<file path="src/rtl/tlc_pkg.sv">
// rtl/tlc_pkg.sv - shared mode encoding and timing defaults for the watch mode sequencer
package tlc_pkg;

    typedef enum logic [2:0] {
        MODE_CLOCK     = 3'd0,
        MODE_TIME_SET  = 3'd1,
        MODE_ALARM_SET = 3'd2,
        MODE_STOPWATCH = 3'd3,
        MODE_GAME      = 3'd4,
        MODE_RING      = 3'd5,
        MODE_SNOOZE    = 3'd6
    } mode_t;

    localparam int DEFAULT_RING_SECS   = 30;
    localparam int DEFAULT_SNOOZE_SECS = 60;

    // Width needed to hold the larger of the two second limits.
    function automatic int timer_width(input int ring_secs, input int snooze_secs);
        int m;
        m = (ring_secs > snooze_secs) ? ring_secs : snooze_secs;
        return $clog2(m + 1);
    endfunction

    // Successor in the user-visible mode_next cycle; alarm states map to themselves.
    function automatic mode_t next_in_cycle(input mode_t m);
        case (m)
            MODE_CLOCK:     return MODE_TIME_SET;
            MODE_TIME_SET:  return MODE_ALARM_SET;
            MODE_ALARM_SET: return MODE_STOPWATCH;
            MODE_STOPWATCH: return MODE_GAME;
            MODE_GAME:      return MODE_CLOCK;
            default:        return m;
        endcase
    endfunction

endpackage

</file>
<file path="src/rtl/sec_timer.sv">
// rtl/sec_timer.sv - tick-driven saturating seconds counter with clear and done flag
module sec_timer #(
    parameter int W = 6
) (
    input  logic         clk,
    input  logic         reset,
    input  logic         clear,
    input  logic         run,
    input  logic         tick_1hz,
    input  logic [W-1:0] limit,
    output logic [W-1:0] count,
    output logic         done
);

    // done marks the tick that brings the count up to the limit, so the
    // caller can leave its state on exactly that second.
    assign done = run && tick_1hz && (count >= limit - W'(1));

    // Count seconds while running; clear wins over a coincident tick, and
    // the count parks at the limit instead of wrapping.
    always_ff @(posedge clk or negedge reset) begin
        if (!reset) begin
            count <= '0;
        end else if (clear) begin
            count <= '0;
        end else if (run && tick_1hz && (count < limit)) begin
            count <= count + W'(1);
        end
    end

endmodule

</file>
<file path="src/rtl/mode_sequencer.sv">
// rtl/mode_sequencer.sv - watch mode FSM with alarm pre-emption, game lock and commit pulses (optional SNOOZE_ALARM_EN)
module mode_sequencer
    import tlc_pkg::*;
#(
    parameter int RING_SECS   = DEFAULT_RING_SECS,
    parameter int SNOOZE_SECS = DEFAULT_SNOOZE_SECS
) (
    input  logic       clk,
    input  logic       reset,
    input  logic       tick_1hz,
    input  logic       mode_next,
    input  logic       ack,
    input  logic       snooze,
    input  logic       alarm_armed,
    input  logic       alarm_match,
    input  logic       game_done,
    output logic [2:0] mode,
    output logic       enable_time_set,
    output logic       enable_alarm_set,
    output logic       enable_stopwatch,
    output logic       enable_game,
    output logic       alarm_ringing,
    output logic       commit_time,
    output logic       commit_alarm
);

    localparam int CW = timer_width(RING_SECS, SNOOZE_SECS);

    mode_t         state, next_state;
    mode_t         saved_mode, saved_next;
    mode_t         view_next;
    logic          pending, pending_next;
    logic          match_d;
    logic          alarm_event;
    logic          timer_clear, timer_run, timer_done;
    logic [CW-1:0] timer_limit;
    logic [CW-1:0] timer_count;
    logic          commit_time_next, commit_alarm_next;
    logic [3:0]    enables_next;

    assign alarm_event = alarm_armed && alarm_match && !match_d;
    assign timer_run   = (state == MODE_RING) || (state == MODE_SNOOZE);

`ifdef SNOOZE_ALARM_EN
    assign timer_limit = (state == MODE_SNOOZE) ? CW'(SNOOZE_SECS) : CW'(RING_SECS);
`else
    logic unused_snooze;
    assign unused_snooze = snooze;
    assign timer_limit   = CW'(RING_SECS);
`endif

    sec_timer #(.W(CW)) u_sec_timer (
        .clk      (clk),
        .reset    (reset),
        .clear    (timer_clear),
        .run      (timer_run),
        .tick_1hz (tick_1hz),
        .limit    (timer_limit),
        .count    (timer_count),
        .done     (timer_done)
    );

    // Next-state, saved-mode bookkeeping and next values of the registered outputs.
    always_comb begin
        next_state        = state;
        saved_next        = saved_mode;
        pending_next      = pending;
        timer_clear       = 1'b0;
        commit_time_next  = 1'b0;
        commit_alarm_next = 1'b0;
        case (state)
            MODE_CLOCK: begin
                if (alarm_event) begin
                    next_state  = MODE_RING;
                    saved_next  = MODE_CLOCK;
                    timer_clear = 1'b1;
                end else if (mode_next) begin
                    next_state = MODE_TIME_SET;
                end
            end
            MODE_TIME_SET: begin
                if (mode_next) begin
                    next_state       = MODE_ALARM_SET;
                    commit_time_next = 1'b1;
                end
            end
            MODE_ALARM_SET: begin
                if (mode_next) begin
                    next_state        = MODE_STOPWATCH;
                    commit_alarm_next = 1'b1;
                end
            end
            MODE_STOPWATCH: begin
                if (alarm_event) begin
                    next_state  = MODE_RING;
                    saved_next  = MODE_STOPWATCH;
                    timer_clear = 1'b1;
                end else if (mode_next) begin
                    next_state = MODE_GAME;
                end
            end
            MODE_GAME: begin
                // An alarm during a game is deferred until the game ends.
                if (alarm_event) pending_next = 1'b1;
                if (game_done) begin
                    pending_next = 1'b0;
                    if (pending || alarm_event) begin
                        next_state  = MODE_RING;
                        saved_next  = MODE_CLOCK;
                        timer_clear = 1'b1;
                    end else begin
                        next_state = MODE_CLOCK;
                    end
                end
            end
            MODE_RING: begin
                if (!alarm_armed || ack || timer_done) begin
                    next_state = saved_mode;
                end
`ifdef SNOOZE_ALARM_EN
                else if (snooze) begin
                    next_state  = MODE_SNOOZE;
                    timer_clear = 1'b1;
                end
`endif
            end
`ifdef SNOOZE_ALARM_EN
            MODE_SNOOZE: begin
                if (ack) begin
                    next_state = saved_mode;
                end else begin
                    if (timer_done) begin
                        next_state  = MODE_RING;
                        timer_clear = 1'b1;
                    end
                    if (mode_next) saved_next = next_in_cycle(saved_mode);
                end
            end
`endif
            default: begin
                next_state = MODE_CLOCK;
            end
        endcase
    end

    // While snoozing the watch shows the mode it will return to.
    always_comb begin
        view_next    = (next_state == MODE_SNOOZE) ? saved_next : next_state;
        enables_next = 4'b0000;
        case (view_next)
            MODE_TIME_SET:  enables_next = 4'b1000;
            MODE_ALARM_SET: enables_next = 4'b0100;
            MODE_STOPWATCH: enables_next = 4'b0010;
            MODE_GAME:      enables_next = 4'b0001;
            default:        enables_next = 4'b0000;
        endcase
    end

    // State, bookkeeping and all outputs registered together.
    always_ff @(posedge clk or negedge reset) begin
        if (!reset) begin
            state            <= MODE_CLOCK;
            saved_mode       <= MODE_CLOCK;
            pending          <= 1'b0;
            match_d          <= 1'b0;
            mode             <= 3'd0;
            enable_time_set  <= 1'b0;
            enable_alarm_set <= 1'b0;
            enable_stopwatch <= 1'b0;
            enable_game      <= 1'b0;
            alarm_ringing    <= 1'b0;
            commit_time      <= 1'b0;
            commit_alarm     <= 1'b0;
        end else begin
            state            <= next_state;
            saved_mode       <= saved_next;
            pending          <= pending_next;
            match_d          <= alarm_match;
            mode             <= next_state;
            enable_time_set  <= enables_next[3];
            enable_alarm_set <= enables_next[2];
            enable_stopwatch <= enables_next[1];
            enable_game      <= enables_next[0];
            alarm_ringing    <= (next_state == MODE_RING);
            commit_time      <= commit_time_next;
            commit_alarm     <= commit_alarm_next;
        end
    end

endmodule

</file>
<file path="config.mk">
export PLATFORM = sky130hd
export DESIGN_NAME = mode_sequencer
export DESIGN_NICKNAME = d
export VERILOG_FILES = /design/src/rtl/tlc_pkg.sv /design/src/rtl/sec_timer.sv /design/src/rtl/mode_sequencer.sv
export SDC_FILE = /design/constraint.sdc
export NUM_CORES = 1
export LEC_CHECK = 0
export CORE_AREA = 2 2 56 45
export DETAILED_ROUTE_END_ITERATION = 16
export DIE_AREA = 0 0 58 47
export PLACE_DENSITY_LB_ADDON = 0.1
export SETUP_SLACK_MARGIN = 0.15
export SKIP_LAST_GASP = 1
export SYNTH_ARGS = -nofsm -noshare
export SYNTH_HDL_FRONTEND = slang
export SYNTH_SLANG_ARGS = --single-unit
</file>
<file path="constraint.sdc">
create_clock -name clk -period 2.3 [get_ports clk]
set_clock_uncertainty 0.15 [all_clocks]
set_input_delay 0.23 -clock clk [delete_from_list [all_inputs] [get_ports clk]]
set_output_delay 0.23 -clock clk [all_outputs]
set_load 0.03 [all_outputs]
</file>
# Word-level counts from Yosys, hierarchy flattened
# Index checks and enable logic that the tools add are counted.
[op_classes]
n_reduce_logical = 16
n_eq_ne = 12
addsub = 1
n_mux = 28
order_cmp = 2
[op_table]
columns = ["cell", "count"]
rows = [
  ["$mux W3", 14],
  ["$eq A3 B3 Y1 const B", 6],
  ["$pmux W3 S6", 1],
  ["$pmux W4 S4", 1],
  ["$eq A3 B2 Y1 const B", 4],
  ["$mux W6", 2],
  ["$pmux W3 S3", 1],
  ["$mux W1", 8],
  ["$add A6 B1 Y6 const B", 1],
  ["$eq A3 B1 Y1 const B", 2],
  ["$ge A6 B5 Y1 const B", 1],
  ["$lt A6 B5 Y1 const B", 1],
  ["$logic_and A1 B1 Y1", 5],
  ["$logic_or A1 B1 Y1", 4],
  ["$reduce_bool A2 Y1", 2],
  ["$logic_not A3 Y1", 1],
  ["$logic_not A1 Y1", 2],
  ["$pmux W1 S2", 1],
  ["$reduce_and A2 Y1", 1],
  ["$reduce_or A2 Y1", 1],
]
[totals]
wordCells = 71
ff_bits = 21
input_bits = 9
output_inout_bits = 10

# Depth between registers and ports, before layout
[depth]
ltp_word = 11
ltp_mapped = 7
mapped_depth_nobuf = 7

# Cells and area by module
# From an unflattened synthesis, not the netlist that was laid out.
[unflattened]
cells_unflattened = 140
area_unflattened_um2 = 1440.1
[modules_own_cells]
columns = ["mod", "seq_area_each_um2", "cells_per_inst", "n_inst", "area_each_um2"]
rows = [
  ["mode_sequencer", 375.4, 71, 1, 790.8],
  ["sec_timer", 150.1, 69, 1, 649.4],
]

# Worst setup path after synthesis
# No wires, ideal clock.
[synth_timing]
path_type = "register to register"
start = "reg state[1]"
end = "reg alarm_ringing"
path_slack_ns = 0.405
path_buffers = 1
path_stages_with_launch = 7
arrival_ns = 1.621
path_cell_list = "dfrtp_1 > buf_2 > nor4bb_1 > o31a_1 > a2111oi_4 > o21a_1 > nor2_1"
[synth_between]
elab_chain_cells = 8
elab_cells_between_ends = 21
[synth_lines]
columns = ["element", "line", "rtl"]
rows = [
  ["start, declared", "mode_sequencer.sv:29", "mode_t state, next_state;"],
  ["start signal, assigned", "mode_sequencer.sv:175", "state <= next_state;"],
  ["$eq A3 B3 Y1, on equally long branches", "mode_sequencer.sv:42, mode_sequencer.sv:71", ""],
  ["$logic_or A1 B1 Y1", "mode_sequencer.sv:42", "assign timer_run = (state == MODE_RING) || (state == MODE_SNOOZE);"],
  ["$logic_and A1 B1 Y1 (2 in a row)", "sec_timer.sv:17", "assign done = run && tick_1hz && (count >= limit - W'(1));"],
  ["$logic_or A1 B1 Y1", "mode_sequencer.sv:117", "if (!alarm_armed || ack || timer_done) begin"],
  ["$mux W3", "mode_sequencer.sv:117", ""],
  ["$pmux W3 S6 (*)", "mode_sequencer.sv:71", "case (state)"],
  ["$eq A3 B3 Y1 (*)", "mode_sequencer.sv:184", "alarm_ringing <= (next_state == MODE_RING);"],
  ["end signal, assigned", "mode_sequencer.sv:184", ""],
  ["end, declared", "mode_sequencer.sv:22", "output logic alarm_ringing,"],
]
# Every way passes the cells marked *; elsewhere a longest branch is shown, timed or not.
# A chain may end at the register's enable or synchronous reset.

==> impl_metrics.ini <==
[logic_synthesis]
ys_types = 35
ys_seq_area_share_pct = 50.18
syn_nets = 108
synthCells = 96
ys.flop_type = dfrtp_1
synth_edf_count = 0
synthesis.area_sq_um = 1047
ys_warn_count = 0
avgSynthCellArea_sq_um = 10.91
ys_ff_latch = 21
async_reset_ff_share_pct = 100.0

[pwr]
peakVddDrop_uv = 965.9
report.power.total_mw = 1.537
pwr_density_cell_nw_per_um2 = 1223
leakage_nw = 0.5763

[timing]
min_period_ns = 1.992
fmax_mhz = 502.1
setup_ws_ns = 0.3084
max_slew_margin_pct = 71.92
worst_pin_slew_ns = 0.4212
setup_viol = 0
grt_setup_unrepaired = false
hold_viol_final = 0
slew_viol_final = 0
post-route-period-util_pct = 86.59
fin_tns_setup_ns = 0

[clock_tree]
clock_path_buffers = 2
cts_setup_buffers = 0
clock_latency_ns = 0.31
cts.clk_slew.worst_paths_ns = 0.12
cts_tree = done
cts_num_sinks = 21
htreeDepth = 1
cts_resized = 0
root_buffer = clkbuf_4
ctsHoldBuffers = 0
cts_buffers = 3

[die]
die_w_um = 58
start_util_pct = 48.10
fp.coreArea_sq_um = 2177
rows = 15
die_y_um = 47
io_pins = 19
die_area_sq_um = 2726

[routing]
num_vias = 772
first_pass_iters = 4
wl_um = 1966
drc = 0
drt-vias-per-instance = 5.594
ant_nets = 0
initialDrtViolationCount = 18
wl_per_cell_um = 14.25

[cells_and_area]
diodes = 0
fillers = 197
finalNetCount = 126
drive_gt1_share_pct = 8.850
layout_common_cells = 20 x dfrtp_1, 17 x clkdlybuf4s50_1, 10 x nor2_1
layout_commonest_cell = dfrtp_1
area_delta_synth_final_pct = 19.95

[global_routing]
grt_util_met2_pct = 25.45
grt_pass1_vias = 728
grt-ovfl-total = 0
grt_max_degree = 22
grt_util_met1_pct = 23.14
grt_use_met3_pct = 5.234
busiest_layer = met2
grt_usage_pct = 16.39
grt_first_pass_wirelength_um = 3298
antenna_found_initial = 0

[placement]
dp_slack_ns = 0.1985
place_congestion = 0.7918
place_hpwl_um = 1430
portBuffers = 17

[setup_path]
r2r-end = enable_stopwatch$_DFF_PN0_
crit_path_end_kind = output pin
r2r_setup_slack_ns = 0.31
r2r_cells = 6
r2r-start = u_sec_timer.count[0]$_DFFE_PN0P_
critical_path_class = flop to output pin
cp.arrival_ns = 1.61
worst_path_max_delay_cell = clkdlybuf4s50_1
crit_chain = clkdlybuf4s50_1
worst_setup_path_start_kind = flop
cpPeakStageDelay_ns = 0.74
startpoint = state[0]$_DFF_PN0_
crit_buf_inv = 1
crit_path_max_fanout = 11
cp.required_ns = 1.92
cp_top_family = buffers and inverters

[job]
drv_cap = 0

[min_path]
hold_path_class = input pin to async pin

[status]
outcome = completed
## through the flow
stage	hold slack (ns)	cells	utilization (%)	instance area (sq um)
after floorplan	-0.2156	96	-	1047
after global placement	0.3282	134	56.26	1225
after detailed placement	0.3341	134	56.26	1225
after CTS	0.09972	138	57.64	1255
after global routing	0.1050	138	57.70	1256
final	0.09568	138	57.70	1256
## cell type report
type	instances	area, sq um	share of cell area (%)
clock buffers	3	22.52	1.793
multi-input cells	66	475.5	37.85
flip-flops and latches	21	526.8	41.93
repair buffers	18	177.7	14.14
inverters	4	15.01	1.195
well taps	25	31.28	2.490
clock inverters	1	7.507	0.5976
## cells in the mapped netlist, types with 2 or more instances
| library cell | number | area [sq um] |
|---|---|---|
| a211oi_1 | 2 | 15.01 |
| a21oi_1 | 4 | 20.02 |
| a31oi_1 | 2 | 12.51 |
| and2_1 | 3 | 18.77 |
| and3_1 | 5 | 31.28 |
| and3b_1 | 2 | 17.52 |
| buf_2 | 4 | 20.02 |
| dfrtp_1 | 21 | 525.5 |
| ha_1 | 3 | 37.54 |
| inv_1 | 4 | 15.01 |
| nand2_1 | 4 | 15.01 |
| nand2b_1 | 3 | 18.77 |
| nand4_1 | 2 | 12.51 |
| nor2_1 | 10 | 37.54 |
| nor4bb_1 | 2 | 20.02 |
| o21a_1 | 3 | 22.52 |
| xor2_1 | 4 | 35.03 |
## flip-flops by register name (all words and copies together) (netlist names)
| name | count |
|---|---|
| enable_stopwatch | 1 |
| commit_alarm | 1 |
| enable_time_set | 1 |
| state | 3 |
| u_sec_timer.count | 6 |
| saved_mode | 3 |
| enable_alarm_set | 1 |
| pending | 1 |
| commit_time | 1 |
| alarm_ringing | 1 |
| enable_game | 1 |
| match_d | 1 |
## per-layer routing
layer,share of wire [%],wire (um),up-vias
met2,45,878,19
met4,0,0,0
met3,5.6,110,0
li1,-,-,377
met5,0,0,-
met1,50,977,376
## worst max path at each step
stage                                      endpoint  slack [ns]  cells past startpoint
after detailed placement    alarm_ringing$_DFF_PN0_        0.20                      6
after floorplan             alarm_ringing$_DFF_PN0_        0.40                      6
final                                       mode[0]        0.31                      1
after global placement      alarm_ringing$_DFF_PN0_        0.22                      6
after global routing      enable_time_set$_DFF_PN0_        0.18                      7
after CTS                                   mode[2]        0.20                      1
## power breakdown
| part | switching, mW | leakage [nW] | internal [mW] |
|---|---|---|---|
| Combinational | 0.404 | 0.285 | 0.322 |
| Clock | 0.121 | 0.0139 | 0.0663 |
| Sequential | 0.139 | 0.277 | 0.485 |
| Total | 0.664 | 0.576 | 0.873 |
## cells by family (layout without fill, tap and decap cells)
logic type | after synthesis | count (layout) | synth area share (%)
fa+ha+maj | 3 | 3 | 3.585
compound gates | 21 | 21 | 16.73
xor+xnor | 5 | 5 | 4.181
flops | 21 | 21 | 50.18
buf+inv | 9 | 26 | 4.420
simple gates | 37 | 37 | 20.91
## worst register-to-register path: cells and delay by family (launching register included)
| kind | cells | cell delay [ns] |
|---|---|---|
| simple gates | 3 | 0.40 |
| compound gates | 2 | 0.64 |
| flops | 1 | 0.47 |
| fa+ha+maj | 1 | 0.21 |
Note: power is estimated with default switching activity, not from simulation.
